==> config.mk <==
export PLATFORM = sky130hd
export DESIGN_NAME = ram_bist
export DESIGN_NICKNAME = d
export VERILOG_FILES = /design/src/rtl/ram_bist.sv
export SDC_FILE = /design/constraint.sdc
export NUM_CORES = 1
export LEC_CHECK = 0
export ABC_AREA = 1
export BUFFER_PORTS_ARGS = -buffer_cell sky130_fd_sc_hd__buf_2
export CAP_MARGIN = 20
export CORE_ASPECT_RATIO = 1.4
export CORE_MARGIN = 8
export CORE_UTILIZATION = 50
export CTS_BUF_LIST = sky130_fd_sc_hd__clkbuf_16
export DETAILED_ROUTE_END_ITERATION = 6
export PLACE_DENSITY = 0.8
export SLEW_MARGIN = 25
export SYNTH_ARGS = -nofsm -noshare
export SYNTH_HDL_FRONTEND = slang
export SYNTH_SLANG_ARGS = --single-unit
==> constraint.sdc <==
create_clock -name clk -period 5.01 [get_ports clk]
set_input_delay 0.2505 -clock clk [delete_from_list [all_inputs] [get_ports clk]]
set_output_delay 0.2505 -clock clk [all_outputs]
set_load 0.02 [all_outputs]
==> src/rtl/ram_bist.sv <==
// March C- self-test controller for a single-port async-read RAM.
// Ports: clk/rst, start -> busy/done/fail + fail_elem/addr/syn; ram_* drive the RAM.
module ram_bist #(
  parameter int DW = 32,
  parameter int AW = 6
) (
  input  logic          clk,
  input  logic          rst,
  input  logic          start,
  output logic          busy,
  output logic          done,
  output logic          fail,
  output logic [2:0]    fail_elem,
  output logic [AW-1:0] fail_addr,
  output logic [DW-1:0] fail_syn,
  output logic          ram_we,
  output logic [AW-1:0] ram_addr,
  output logic [DW-1:0] ram_din,
  input  logic [DW-1:0] ram_dout
);

  typedef enum logic [1:0] {
    IDLE,
    RUN,
    DONE
  } state_t;

  localparam logic [AW-1:0] ATOP = '1;
  localparam logic [DW-1:0] ONES = '1;

  state_t        state_q, state_d;
  logic [2:0]    elem_q, elem_d;
  logic [AW-1:0] addr_q, addr_d;

  logic          run;
  logic          down;
  logic          nxt_down;
  logic          last;
  logic [DW-1:0] expv;
  logic [DW-1:0] wpat;
  logic          mism;
  logic          cap;
  logic          clr;

  assign run = (state_q == RUN);

  // Elements 3 and 4 walk the array top-down.
  assign down     = (elem_q == 3'd3) || (elem_q == 3'd4);
  assign nxt_down = (elem_q == 3'd2) || (elem_q == 3'd3);
  assign last     = down ? (addr_q == '0) : (addr_q == ATOP);

  always_comb begin
    expv = '0;
    wpat = '0;
    unique case (1'b1)
      (elem_q == 3'd1): wpat = ONES;
      (elem_q == 3'd2): expv = ONES;
      (elem_q == 3'd3): wpat = ONES;
      (elem_q == 3'd4): expv = ONES;
      default: ;
    endcase
  end

  // Element 0 only initialises; it is never checked.
  assign mism = run && (elem_q != 3'd0) &&
                (ram_dout != expv);

  assign busy     = run;
  assign done     = (state_q == DONE);
  assign ram_we   = run && (elem_q <= 3'd4);
  assign ram_addr = run ? addr_q : '0;
  assign ram_din  = ram_we ? wpat : '0;

  always_comb begin
    state_d = state_q;
    elem_d  = elem_q;
    addr_d  = addr_q;
    cap     = 1'b0;
    clr     = 1'b0;
    unique case (state_q)
      IDLE, DONE: begin
        if (start) begin
          state_d = RUN;
          elem_d  = '0;
          addr_d  = '0;
          clr     = 1'b1;
        end
      end
      RUN: begin
        if (mism) begin
          state_d = DONE;
          cap     = 1'b1;
        end else if (last) begin
          if (elem_q == 3'd5) begin
            state_d = DONE;
          end else begin
            elem_d = elem_q + 3'd1;
            addr_d = nxt_down ? ATOP : '0;
          end
        end else begin
          addr_d = down ? addr_q - 1'b1
                        : addr_q + 1'b1;
        end
      end
      default: state_d = IDLE;
    endcase
  end

  always_ff @(posedge clk) begin
    if (rst) begin
      state_q <= IDLE;
      elem_q  <= '0;
      addr_q  <= '0;
    end else begin
      state_q <= state_d;
      elem_q  <= elem_d;
      addr_q  <= addr_d;
    end
  end

  always_ff @(posedge clk) begin
    if (rst || clr) begin
      fail      <= 1'b0;
      fail_elem <= '0;
      fail_addr <= '0;
      fail_syn  <= '0;
    end else if (cap) begin
      fail      <= 1'b1;
      fail_elem <= elem_q;
      fail_addr <= addr_q;
      fail_syn  <= ram_dout ^ expv;
    end
  end

endmodule
## Word-level counts from Yosys, hierarchy flattened

Index checks and enable logic that the tools add are counted.

- Register bits: 53
- Input port bits: 35
- Output and inout port bits: 83

- Add/subtract/negate cells: 3
- Magnitude comparators: 1
- Eq/ne operators: 16
- Muxes and demuxes: 26
- Bitwise operators: 1
- Reductions and logical operators: 16

Operators with widths:

| operator | count |
|---|---|
| 32-bit two-way mux | 3 |
| 6-bit two-way mux | 7 |
| 32-bit != test | 1 |
| 32-bit XOR | 1 |
| 3-bit two-way mux | 4 |
| 6-bit one-hot mux with 2 select lines | 1 |
| 2-bit two-way mux | 4 |
| 6-bit by 1-bit adder with 6-bit output (second input constant) | 1 |
| 3-bit by 2-bit equality test with 1-bit output (second input constant) | 2 |
| 3-bit equality test (second input constant) | 2 |
| 6-bit equality test (second input constant) | 1 |
| 6-bit logical NOT | 1 |
| 2-bit != test (second input constant) | 3 |
| 3-bit by 1-bit != test with 1-bit output (second input constant) | 2 |
| 3-bit one-hot mux with 2 select lines | 1 |
| 2-bit OR reduction | 3 |
| 6-bit by 1-bit subtractor with 6-bit output (second input constant) | 1 |
| 1-bit two-way mux | 5 |
| 5-bit AND reduction | 1 |
| 2-bit one-hot mux with 2 select lines | 1 |
| 4-bit AND reduction | 1 |
| 3-bit by 1-bit adder with 3-bit output (second input constant) | 1 |
| 3-bit by 1-bit equality test with 1-bit output (second input constant) | 1 |
| 3-bit less-or-equal comparator (second input constant) | 1 |
| 10 further kinds | 14 |

## Logic depth before layout (Yosys ltp)

Gate-level depths: netlist (run 1).

- Word-level depth: 7
- Gate-level depth with buffers: 19
- Depth with buffers taken out: 17

## Worst setup path after synthesis (run 1)

OpenSTA, ideal clock, no wires.

- Path kind: reg-to-output
- Start point: register state_q[0]
- End point: output ram_din[10]
- Arrival: 3666 ps
- Setup slack: 1094 ps
- Cell stages (with the launch flop): 7
- Buffers on the path: 2
- Cells stage by stage: dfxtp_1 inv_1 nor2_1 inv_1 clkbuf_1 nor3_1 buf_4

- Cells in the longest elaborated chain, start to end: 3

Ends and longest elaborated chain:

| what | RTL line | RTL |
|---|---|---|
| start: declaration | 31 | `state_t state_q, state_d;` |
| start signal: assignment | 115 | `state_q <= state_d;` |
| 2-bit by 1-bit equality test with 1-bit output | 45 | `assign run = (state_q == RUN);` |
| net busy | 10 | `output logic busy,` |
| 1-bit logical AND | 70 | `assign ram_we = run && (elem_q <= 3'd4);` |
| 32-bit two-way mux | 72 | `assign ram_din = ram_we ? wpat : '0;` |
| end: declaration | 18 | `output logic [DW-1:0] ram_din,` |

The timed path passes the listed nets, and every way through them passes these cells.

## Final worst setup path (run 1)

- Start point: register elem_q[0]
- End point: register fail_syn[29]

- Cells in the longest elaborated chain, start to end: 7
- Elaborated cells on any way between the ends: 11
- Classes of those cells: eq/ne: 3; mux: 3; bitwise: 1; reduce/logical: 4

Ends and longest elaborated chain:

| what | RTL line | RTL |
|---|---|---|
| start: declaration | 32 | `logic [2:0] elem_q, elem_d;` |
| start signal: assignment | 116 | `elem_q <= elem_d;` |
| 3-bit by 2-bit equality test with 1-bit output / 3-bit equality test (equally long branches) | 57, 59 |  |
| 2-bit OR reduction (no line) | -- |  |
| 32-bit two-way mux | 55 | `unique case (1'b1)` |
| 32-bit != test | 66 | `(ram_dout != expv);` |
| 1-bit logical AND | 65 | `assign mism = run && (elem_q != 3'd0) &&` |
| 1-bit two-way mux | 90 | `if (mism) begin` |
| 1-bit two-way mux | 80 | `unique case (state_q)` |
| end signal: assignment | 131 | `fail_syn <= ram_dout ^ expv;` |
| end: declaration | 15 | `output logic [DW-1:0] fail_syn,` |

Several ways; a longest one is shown, not always the timed one.
A chain may end at the register's enable or synchronous reset.

==> out/qor.txt, run 1 <==
Reg2Reg Setup Slack -> 2110 ps
Gr usage total -> 0.1814
Die W -> 84.53 µm
Lkg Pwr -> 2.253 nW
Final WL -> 8584 µm
Register Area -> 1061 µm²
Most frequent cell after synthesis -> nand2_1
Drt initial violations -> 222
Data required time of the worst path -> 5160 ps
Starting Density -> 0.5071
Worst Setup EP -> fail_syn[29]
Clock transition at the registers of the reported paths -> 70 ps
Area of the multi-input gates -> 1659 µm²
Grt total ovfl -> 0
Worst vdd ir -> 0.1562 mV
Crit Reg-Reg Startpoint -> elem_q[0]
Crit path time final -> 2898 ps
Fmax -> 0.3451 GHz
Internal Power -> 677.0 µW
Outcome -> finished clean
Initial antenna violation count -> 0
Final hold vios -> 0
Global placement routability congestion -> 0.8301
CORE AREA -> 6481 µm²
Fin Clk Skew -> 7.541 ps
Htree depth -> 2
Tightest Pin Transition -> 733.4 ps
WL/cell -> 13.52 µm
Via count -> 3,238
Worst path max stage delay -> 390 ps
Sw power -> 283.4 µW
Clock latency on the worst-skew pair -> 290 ps
Synthesized cell area -> 3287 µm²
Worst path cell trace -> inv_1 > ha_1 > inv_1 > nand2_2 > nand2_2 > nand2_1 > nand2_1 > nand2_1 > nor2_1 > nand2_1 > nor2_1 > nand2_1 > nand2_4 > inv_4 > o21bai_1 > a21oi_1
Post-synth top cells -> nand2_1, a21oi_1, dfxtp_1
Max-Cap Viols -> 0
# nets final -> 605
HP Start -> ram_dout[27]
Sequential area share after synthesis -> 0.3228
Critical path capture point type -> flop
Total I/O pin count -> 118
Slew HR -> 0.5095
Clk pwr share -> 0.345
Slew Limit Fails -> 0
Residual DRC count -> 0
Crit share post-route -> 0.5785
DIE HEIGHT -> 111.9 µm
Synthesized Nets -> 533
PD cells -> 256.2 nW/µm²
Post-synth top area cell -> dfxtp_1
Drt via density -> 5.099
Critical Path Start Type -> flop
Combinational power share -> 0.195
# rows -> 35
Fillers -> 628
RR Endpoint -> fail_syn[29]
Setup Fix Bufs, Post-CTS -> 0
CTS Hold Bufs -> 0
PortBufs -> 117
Clock tree root buffer cell -> clkbuf_16
WHS -> 261.0 ps
Count of cell types in the netlist -> 26
Synth top area share -> 0.3228
CP arrival -> 3050 ps
# setup viols final -> 0
Post-synthesis async set-or-reset flop share -> 0
Critical path's most frequent cell -> nand2_1
Yosys warnings -> 0
Syn Area/Cell -> 6.735 µm²
RSZ-0062 raised after global routing -> false
Routed Antenna Nets -> 0
Hold Path Class -> in2reg
CTS tree -> built
Number of buffers created by CTS -> 5
Clock Path Buffers -> 2
Hpwl dp -> 6571 µm
Fin Setup TNS -> 0 ps
CP max stage cell -> dfxtp_1
Largest net degree at the start of global routing -> 74
Share of layout cells above drive strength 1 -> 0.2460
Cells after Synth -> 488
Ys flop type -> dfxtp_1
First-pass GRT wire length -> 14,310 µm
Post-synth EDFFs -> 0
Clk sinks -> 53
Post-cts sizing count -> 0
Top post-synthesis cells by area -> dfxtp_1, nand2_1, a21oi_1
WS Path Type -> reg2reg
Worst Reg-to-Reg Cells -> 16
P&R area growth vs syn -> 14.05%
# diodes -> 0
CP Max Fanout -> 73
Seq cells post-synth -> 53
Switching share of power -> 0.2951
CP Launch Point -> elem_q[0]
DIE AREA -> 9461 µm²
Flop pwr share -> 0.460
Number of global-route vias before repair -> 3,117
DR pass1 iterations -> 4
## cell usage in the layout, fill, tap and decap left out, types with 3 or more instances in the layout
master / synthesis / layout
o21bai_1: 32 / 32
nor2_1: 30 / 30
nand4_1: 9 / 9
dfxtp_1: 53 / 53
ha_1: 9 / 9
nand2_2: 4 / 4
nand3_1: 14 / 14
inv_1: 50 / 50
buf_2: 5 / 117
nand2_4: 3 / 3
o21ai_0: 4 / 4
a21oi_1: 57 / 57
clkbuf_16: 0 / 5
nand2_1: 154 / 154
nand3b_1: 5 / 5
## worst max-delay path: cells and delay by family (launching register included)
| kind | cells | cell delay [ps] |
|---|---|---|
| buffers and inverters | 3 | 490 |
| adder cells (fa/ha/maj) | 1 | 240 |
| AND/OR/NAND/NOR | 10 | 1320 |
| AO/OA/AOI/OAI | 2 | 310 |
| flip-flops | 1 | 390 |
## metrics by stage
stage | area (µm²) | total power [mW] | std cells | util | setup WS (ps)
floorplan | 3287 | 0.5989 | 488 | - | 1094
global placement | 3600 | 0.6334 | 627 | 0.5554 | 2274
detailed placement | 3606 | 0.6393 | 627 | 0.5564 | 2146
CTS | 3749 | 0.9692 | 635 | 0.5784 | 2100
global route | 3749 | 1.006 | 635 | 0.5784 | 1752
finish | 3749 | 0.9603 | 635 | 0.5784 | 2112
## power groups by stage
stage	Sequential [mW]	Clock, mW	Combinational [mW]
floorplan	0.459	0	0.140
global placement	0.450	0	0.183
detailed placement	0.451	0	0.188
CTS	0.441	0.339	0.189
global route	0.442	0.354	0.210
finish	0.441	0.331	0.187
## final cells by class
type                    instances  share of cell area
clock inverters                 3            0.004673
well taps                      74             0.02470
flip-flops and latches         53              0.2830
inverters                      52             0.05340
clock buffers                   5             0.03338
multi-input cells             330              0.4426
repair buffers                118              0.1582
## worst min path at each step
stage | endpoint | cells after the start
4_1_cts | fail_syn[27] | 4
2_1_floorplan | fail_syn[13] | 3
3_5_place_dp | fail_syn[22] | 2
6_report | fail_syn[27] | 4
5_1_grt | addr_q[4] | 2
3_3_place_gp | fail_addr[0] | 2
## flip-flops by register name (all words and copies together) (netlist names)
register / cells
addr_q: 6
fail_elem: 3
elem_q: 3
fail_syn: 32
fail_addr: 6
fail: 1
state_q: 2
## kinds of logic after synthesis
group                    synth area share
XOR/XNOR                         0.002665
AO/OA/AOI/OAI                      0.1736
adder cells (fa/ha/maj)           0.04035
AND/OR/NAND/NOR                    0.2847
buffers and inverters              0.1759
flip-flops                         0.3228
## per-layer routing
metal,vias to the layer above,share of wire,GRT usage
met4,0,0.032,0.08950
met2,96,0.51,0.3168
met5,-,0,0
met3,18,0.062,0.04937
met1,1462,0.39,0.1951
li1,1662,-,-
No activity file was read; power rests on OpenSTA's default activity.
==> inputs of run 2 (changes only) <==
Clock period 5.01 ns to 2.75 ns, I/O delays scaled along.
==> run 2 against run 1 <==
Net effect:
- combinational power is 94% higher
- sequential power is 82% higher
- clock skew down 4.1 ps
- wire length is 7.3% higher
- hold slack got worse by 120 ps
- fmax grew 11%
- clock-buffer cell count unchanged
==> out/qor.txt, run 2 (synthesis gave the netlist of run 1 again) <==
RR Endpoint -> addr_q[4]
Clock Path Buffers -> 2
First-pass GRT wire length -> 14,670 µm
Initial antenna violation count -> 0
Critical path's most frequent cell -> inv_1
Die W -> 84.53 µm
Worst path max stage delay -> 410 ps
Routed Antenna Nets -> 0
DIE HEIGHT -> 111.9 µm
# nets final -> 612
Hpwl dp -> 6658 µm
WL/cell -> 14.35 µm
Data required time of the worst path -> 2980 ps
Final Cell Area -> 3865 µm²
CP Launch Point -> elem_q[1]
Starting Density -> 0.5071
Clk sinks -> 53
Number of global-route vias before repair -> 3,052
Clock transition at the registers of the reported paths -> 70 ps
Worst vdd ir -> 0.3127 mV
Slew HR -> 0.3285
Crit path time final -> 2602 ps
# setup viols final -> 0
RSZ-0062 raised after global routing -> false
Total I/O pin count -> 118
Lkg Pwr -> 2.299 nW
CP max stage cell -> dfxtp_1
# rows -> 35
Worst path cell trace -> inv_1 > ha_1 > inv_1 > nand2_4 > o21ai_4 > inv_2 > ha_4 > inv_1 > o21bai_1 > a21oi_1 > or2_2 > nand3_1 > nand4_1 > a21oi_1
Clock tree root buffer cell -> clkbuf_16
Fin Clk Skew -> 3.476 ps
Cells after DPL -> 632
DR pass1 iterations -> 5
CP Max Fanout -> 6
WHS -> 140.0 ps
Dpl ws -> 49.03 ps
Crit share post-route -> 0.9462
Largest net degree at the start of global routing -> 74
P&R area growth vs syn -> 17.59%
Final WL -> 9213 µm
Global placement routability congestion -> 0.8917
Share of layout cells above drive strength 1 -> 0.2606
Largest reg by FF count -> fail_syn
Top flop regs -> fail_syn (32), addr_q (6), fail_addr (6)
Dpl cell area -> 3643 µm²
Grt total ovfl -> 0
# diodes -> 0
Via count -> 3,361
Final hold vios -> 0
Critical path capture point type -> flop
Crit Reg-Reg Startpoint -> elem_q[1]
Fin cells -> 642
WS Path Type -> reg2reg
Fin Setup TNS -> 0 ps
Residual DRC count -> 0
Htree depth -> 2
DIE AREA -> 9461 µm²
Number of buffers created by CTS -> 5
CTS tree -> built
CORE AREA -> 6481 µm²
PortBufs -> 117
Drt initial violations -> 224
Commonest non-fill, non-tap cell in the layout -> nand2_1
Worst setup margin -> 147.9 ps
Max reg flops -> 32
Worst Reg-to-Reg Cells -> 14
Hold Path Class -> in2reg
Slew Limit Fails -> 0
Clock latency on the worst-skew pair -> 290 ps
Tightest Pin Transition -> 1005 ps
Reg2Reg Setup Slack -> 150 ps
Worst Setup EP -> addr_q[4]
Drt via density -> 5.235
Outcome -> finished clean
PD cells -> 462.9 nW/µm²
Critical Path Start Type -> flop
Max-Cap Viols -> 0
Most frequent cells in the layout -> nand2_1, buf_2, a21oi_1
Fmax -> 0.3843 GHz
Gr usage total -> 0.1845
CP arrival -> 2830 ps
-- run 2: cell count changes in the layout (fill, tap and decap cells not counted), sizes merged --
cell	before	now
nand2	161	163
clkinv	3	1
buf	118	123
inv	52	54
-- run 2: critical path: cells and delay by family (launching register included) --
family | cells | cell delay [ps]
compound gates | 4 | 600
fa+ha+maj | 2 | 540
buf+inv | 4 | 380
simple gates | 4 | 590
flops | 1 | 410
-- run 2: final cells by class --
type,instances,area [µm²]
Inverter,52,202.7
Sequential cell,53,1061
Multi-Input combinational cell,332,1732
Fill cell,616,2616
Tap cell,74,92.59
Timing Repair Buffer,123,634.4
Clock buffer,5,125.1
Clock inverter,3,17.52
-- run 2: layer usage --
| layer | track usage | up-vias | part of all wire |
|---|---|---|---|
| li1 | - | 1683 | - |
| met1 | 0.2024 | 1524 | 0.39 |
| met2 | 0.3279 | 140 | 0.51 |
| met3 | 0.04716 | 14 | 0.076 |
| met4 | 0.07279 | 0 | 0.022 |
| met5 | 0 | - | 0 |
-- run 2: worst min path at each step --
stage	from	end	slack, ps	cells after the start
floorplan	ram_dout[13]	fail_syn[13]	330	3
global placement	rst	addr_q[1]	430	2
detailed placement	rst	addr_q[2]	440	2
CTS	rst	addr_q[2]	140	2
global route	rst	addr_q[2]	150	2
finish	rst	addr_q[2]	140	2
-- run 2: where the power goes --
| part | internal [mW] | leakage [nW] | switching (mW) |
|---|---|---|---|
| Sequential | 0.788 | 0.428 | 0.0140 |
| Clock | 0.337 | 0.0754 | 0.288 |
| Combinational | 0.121 | 1.80 | 0.241 |
| Total | 1.25 | 2.30 | 0.543 |
-- run 2: repair_timing --
item                                    CTS  global route
buffers inserted                          0             0
hold buffers                              0             0
endpoints found under the hold margin     0             0
endpoints found under the setup margin    0            53
gates resized for setup                   0            10
-- run 2: per-stage QoR --
| step | total power, mW | utilization |
|---|---|---|
| finish | 1.789 | 0.5963 |
| global route | 1.871 | 0.5963 |
| CTS | 1.784 | 0.5842 |
| detailed placement | 1.173 | 0.5622 |
| global placement | 1.164 | 0.5622 |
| floorplan | 1.091 | - |
==> inputs of run 3 (changes only) <==
Settings changed: CORE_UTILIZATION 50 to 29, GPL_ROUTABILITY_DRIVEN from default to 1, GPL_TIMING_DRIVEN from default to 0, PLACE_DENSITY 0.8 to default.
==> run 3 against run 2 <==
Net effect:
- sequential cell count unchanged
- critical path depth unchanged
- power up 14%
- non-clock buffer count up 48
- clock power up 31%
- sequential share of layout area down 3.0 points
- critical path type unchanged
- largest power group is now clock
- highest routed layer unchanged
==> out/qor.txt, run 3 (synthesis gave the netlist of run 1 again) <==
Crit path buffers/inverters -> 4
Cells after DPL -> 748
CP Launch Point -> elem_q[1]
Fin Setup TNS -> 0 ps
RSZ-0062 raised after global routing -> false
Hpwl dp -> 8245 µm
Global placement routability congestion -> 0.8813
Fmax -> 0.3914 GHz
Internal Power -> 1.469 mW
CTS tree -> built
Critical Path Start Type -> flop
Most frequent cells in the layout -> nand2_1, buf_2, a21oi_1
Worst path max stage delay -> 410 ps
Critical path capture point type -> flop
# nets final -> 659
Number of global-route vias before repair -> 3,238
CP max stage cell -> dfxtp_1
Min-Delay Endpoint -> fail_syn[4]
Initial antenna violation count -> 0
Top flop regs -> fail_syn (32), addr_q (6), fail_addr (6)
Starting Density -> 0.2944
Grt total ovfl -> 0
Clk sinks -> 53
Largest reg by FF count -> fail_syn
Slew HR -> 0.4998
Critical path's most frequent cell -> inv_1
Tightest Pin Transition -> 750.3 ps
Die W -> 106.0 µm
Outcome -> finished clean
Top delay family on crit path -> compound AO/OA/AOI/OAI gates
Lkg Pwr -> 2.543 nW
Share of layout cells above drive strength 1 -> 0.3089
CP arrival -> 2770 ps
Max reg flops -> 32
Residual DRC count -> 0
DIE AREA -> 15,040 µm²
PD cells -> 468.9 nW/µm²
Data required time of the worst path -> 2970 ps
DR pass1 iterations -> 4
HP Start -> ram_dout[4]
Crit path time final -> 2555 ps
Slew Limit Fails -> 0
CTS Hold Bufs -> 0
Sw power -> 565.4 µW
Clock tree root buffer cell -> clkbuf_16
Fin Clk Skew -> 7.361 ps
CORE AREA -> 11,170 µm²
Clock transition at the registers of the reported paths -> 70 ps
# rows -> 46
Worst Reg-to-Reg Cells -> 14
Fin cells -> 759
Commonest non-fill, non-tap cell in the layout -> nand2_1
Drt via density -> 4.491
Via count -> 3,409
Total I/O pin count -> 118
Crit share post-route -> 0.9290
DIE HEIGHT -> 142.0 µm
Clk pwr share -> 0.403
Largest net degree at the start of global routing -> 18
# setup viols final -> 0
Hold-critical path depth -> 4
WS Path Type -> reg2reg
Clock latency on the worst-skew pair -> 290 ps
P&R area growth vs syn -> 31.98%
Gr usage total -> 0.1325
Clock Path Buffers -> 2
Number of buffers created by CTS -> 5
# diodes -> 0
Routed Antenna Nets -> 0
Switching share of power -> 0.2780
PortBufs -> 116
RR Endpoint -> addr_q[4]
Htree depth -> 2
Hold Path Class -> in2reg
Worst path cell trace -> inv_1 > ha_1 > inv_1 > nand2_2 > o21ai_2 > inv_1 > ha_4 > inv_1 > o21bai_1 > a21oi_1 > or2_2 > nand3_1 > nand4_1 > a21oi_1
Final hold vios -> 0
Flop pwr share -> 0.395
Crit Reg-Reg Startpoint -> elem_q[1]
Drt initial violations -> 88
WL/cell -> 13.64 µm
Worst vdd ir -> 0.2447 mV
Reg2Reg Setup Slack -> 200 ps
Max-Cap Viols -> 0
Final WL -> 10,350 µm
CP Max Fanout -> 5
WHS -> 151.2 ps
Combinational power share -> 0.203
Total Power Consumption -> 2.034 mW
First-pass GRT wire length -> 16,240 µm
[run 3: cell count changes in the layout (fill, tap and decap cells not counted), sizes merged]
cell,before,now
clkbuf,5,12
bufinv,0,2
inv,54,53
nor3,2,3
nand2,163,161
clkinv,1,0
buf,123,164
[run 3: how the worst max path moves through the flow]
stage,depth (start not counted),endpoint,slack [ps]
5_1_grt,14,addr_q[1],30
3_3_place_gp,14,addr_q[4],230
4_1_cts,7,ram_din[26],100
2_1_floorplan,6,ram_din[10],300
3_5_place_dp,14,addr_q[4],170
6_report,14,addr_q[4],200
[run 3: cell type report]
class                   count  area, µm²
multi-input cells         331       1699
well taps                 144      180.2
clock inverters             3      68.82
flip-flops and latches     53       1062
plain buffers              53      381.6
inverters                  52      200.2
clock buffers               5      125.1
fillers                  1213       6828
repair buffers            118      620.6
[run 3: power groups by stage]
stage | clock [mW] | sequential, mW | combinational, mW
after floorplan | 0 | 0.835 | 0.256
after global placement | 0 | 0.819 | 0.398
after detailed placement | 0 | 0.820 | 0.404
after CTS | 0.834 | 0.802 | 0.410
after global routing | 0.870 | 0.805 | 0.455
final | 0.819 | 0.802 | 0.412
[run 3: timing repair]
item | 4_1_cts | 5_1_grt
setup endpoints to repair | 32 | 48
cloned | 1 | 0
pin swaps | 1 | 2
endpoints found under the hold margin | 0 | 0
resized for setup | 1 | 6
setup buffers | 0 | 2
[run 3: per-stage QoR]
stage          area, µm²  setup slack, ps  utilization
6_report            4338            195.4       0.3885
5_1_grt             4338            25.18       0.3885
3_5_place_dp        4059            168.4       0.3635
4_1_cts             4269            96.93       0.3823
2_1_floorplan       3298            304.6            -
3_3_place_gp        4059            228.2       0.3635
[run 3: routing by layer]
layer | global-route usage | share of wire | vias up
li1 | - | - | 1774
met4 | 0.04535 | 0.019 | 0
met5 | 0 | 0 | -
met1 | 0.1373 | 0.38 | 1542
met2 | 0.2510 | 0.55 | 80
met3 | 0.03173 | 0.052 | 13
[run 3: tightest hold or removal path, delay by kind of cell]
kind / cells / cell delay (ps)
AOI/OAI and AO/OA: 1 / 60
buffers and inverters: 1 / 90
and+or+nand+nor: 2 / 120
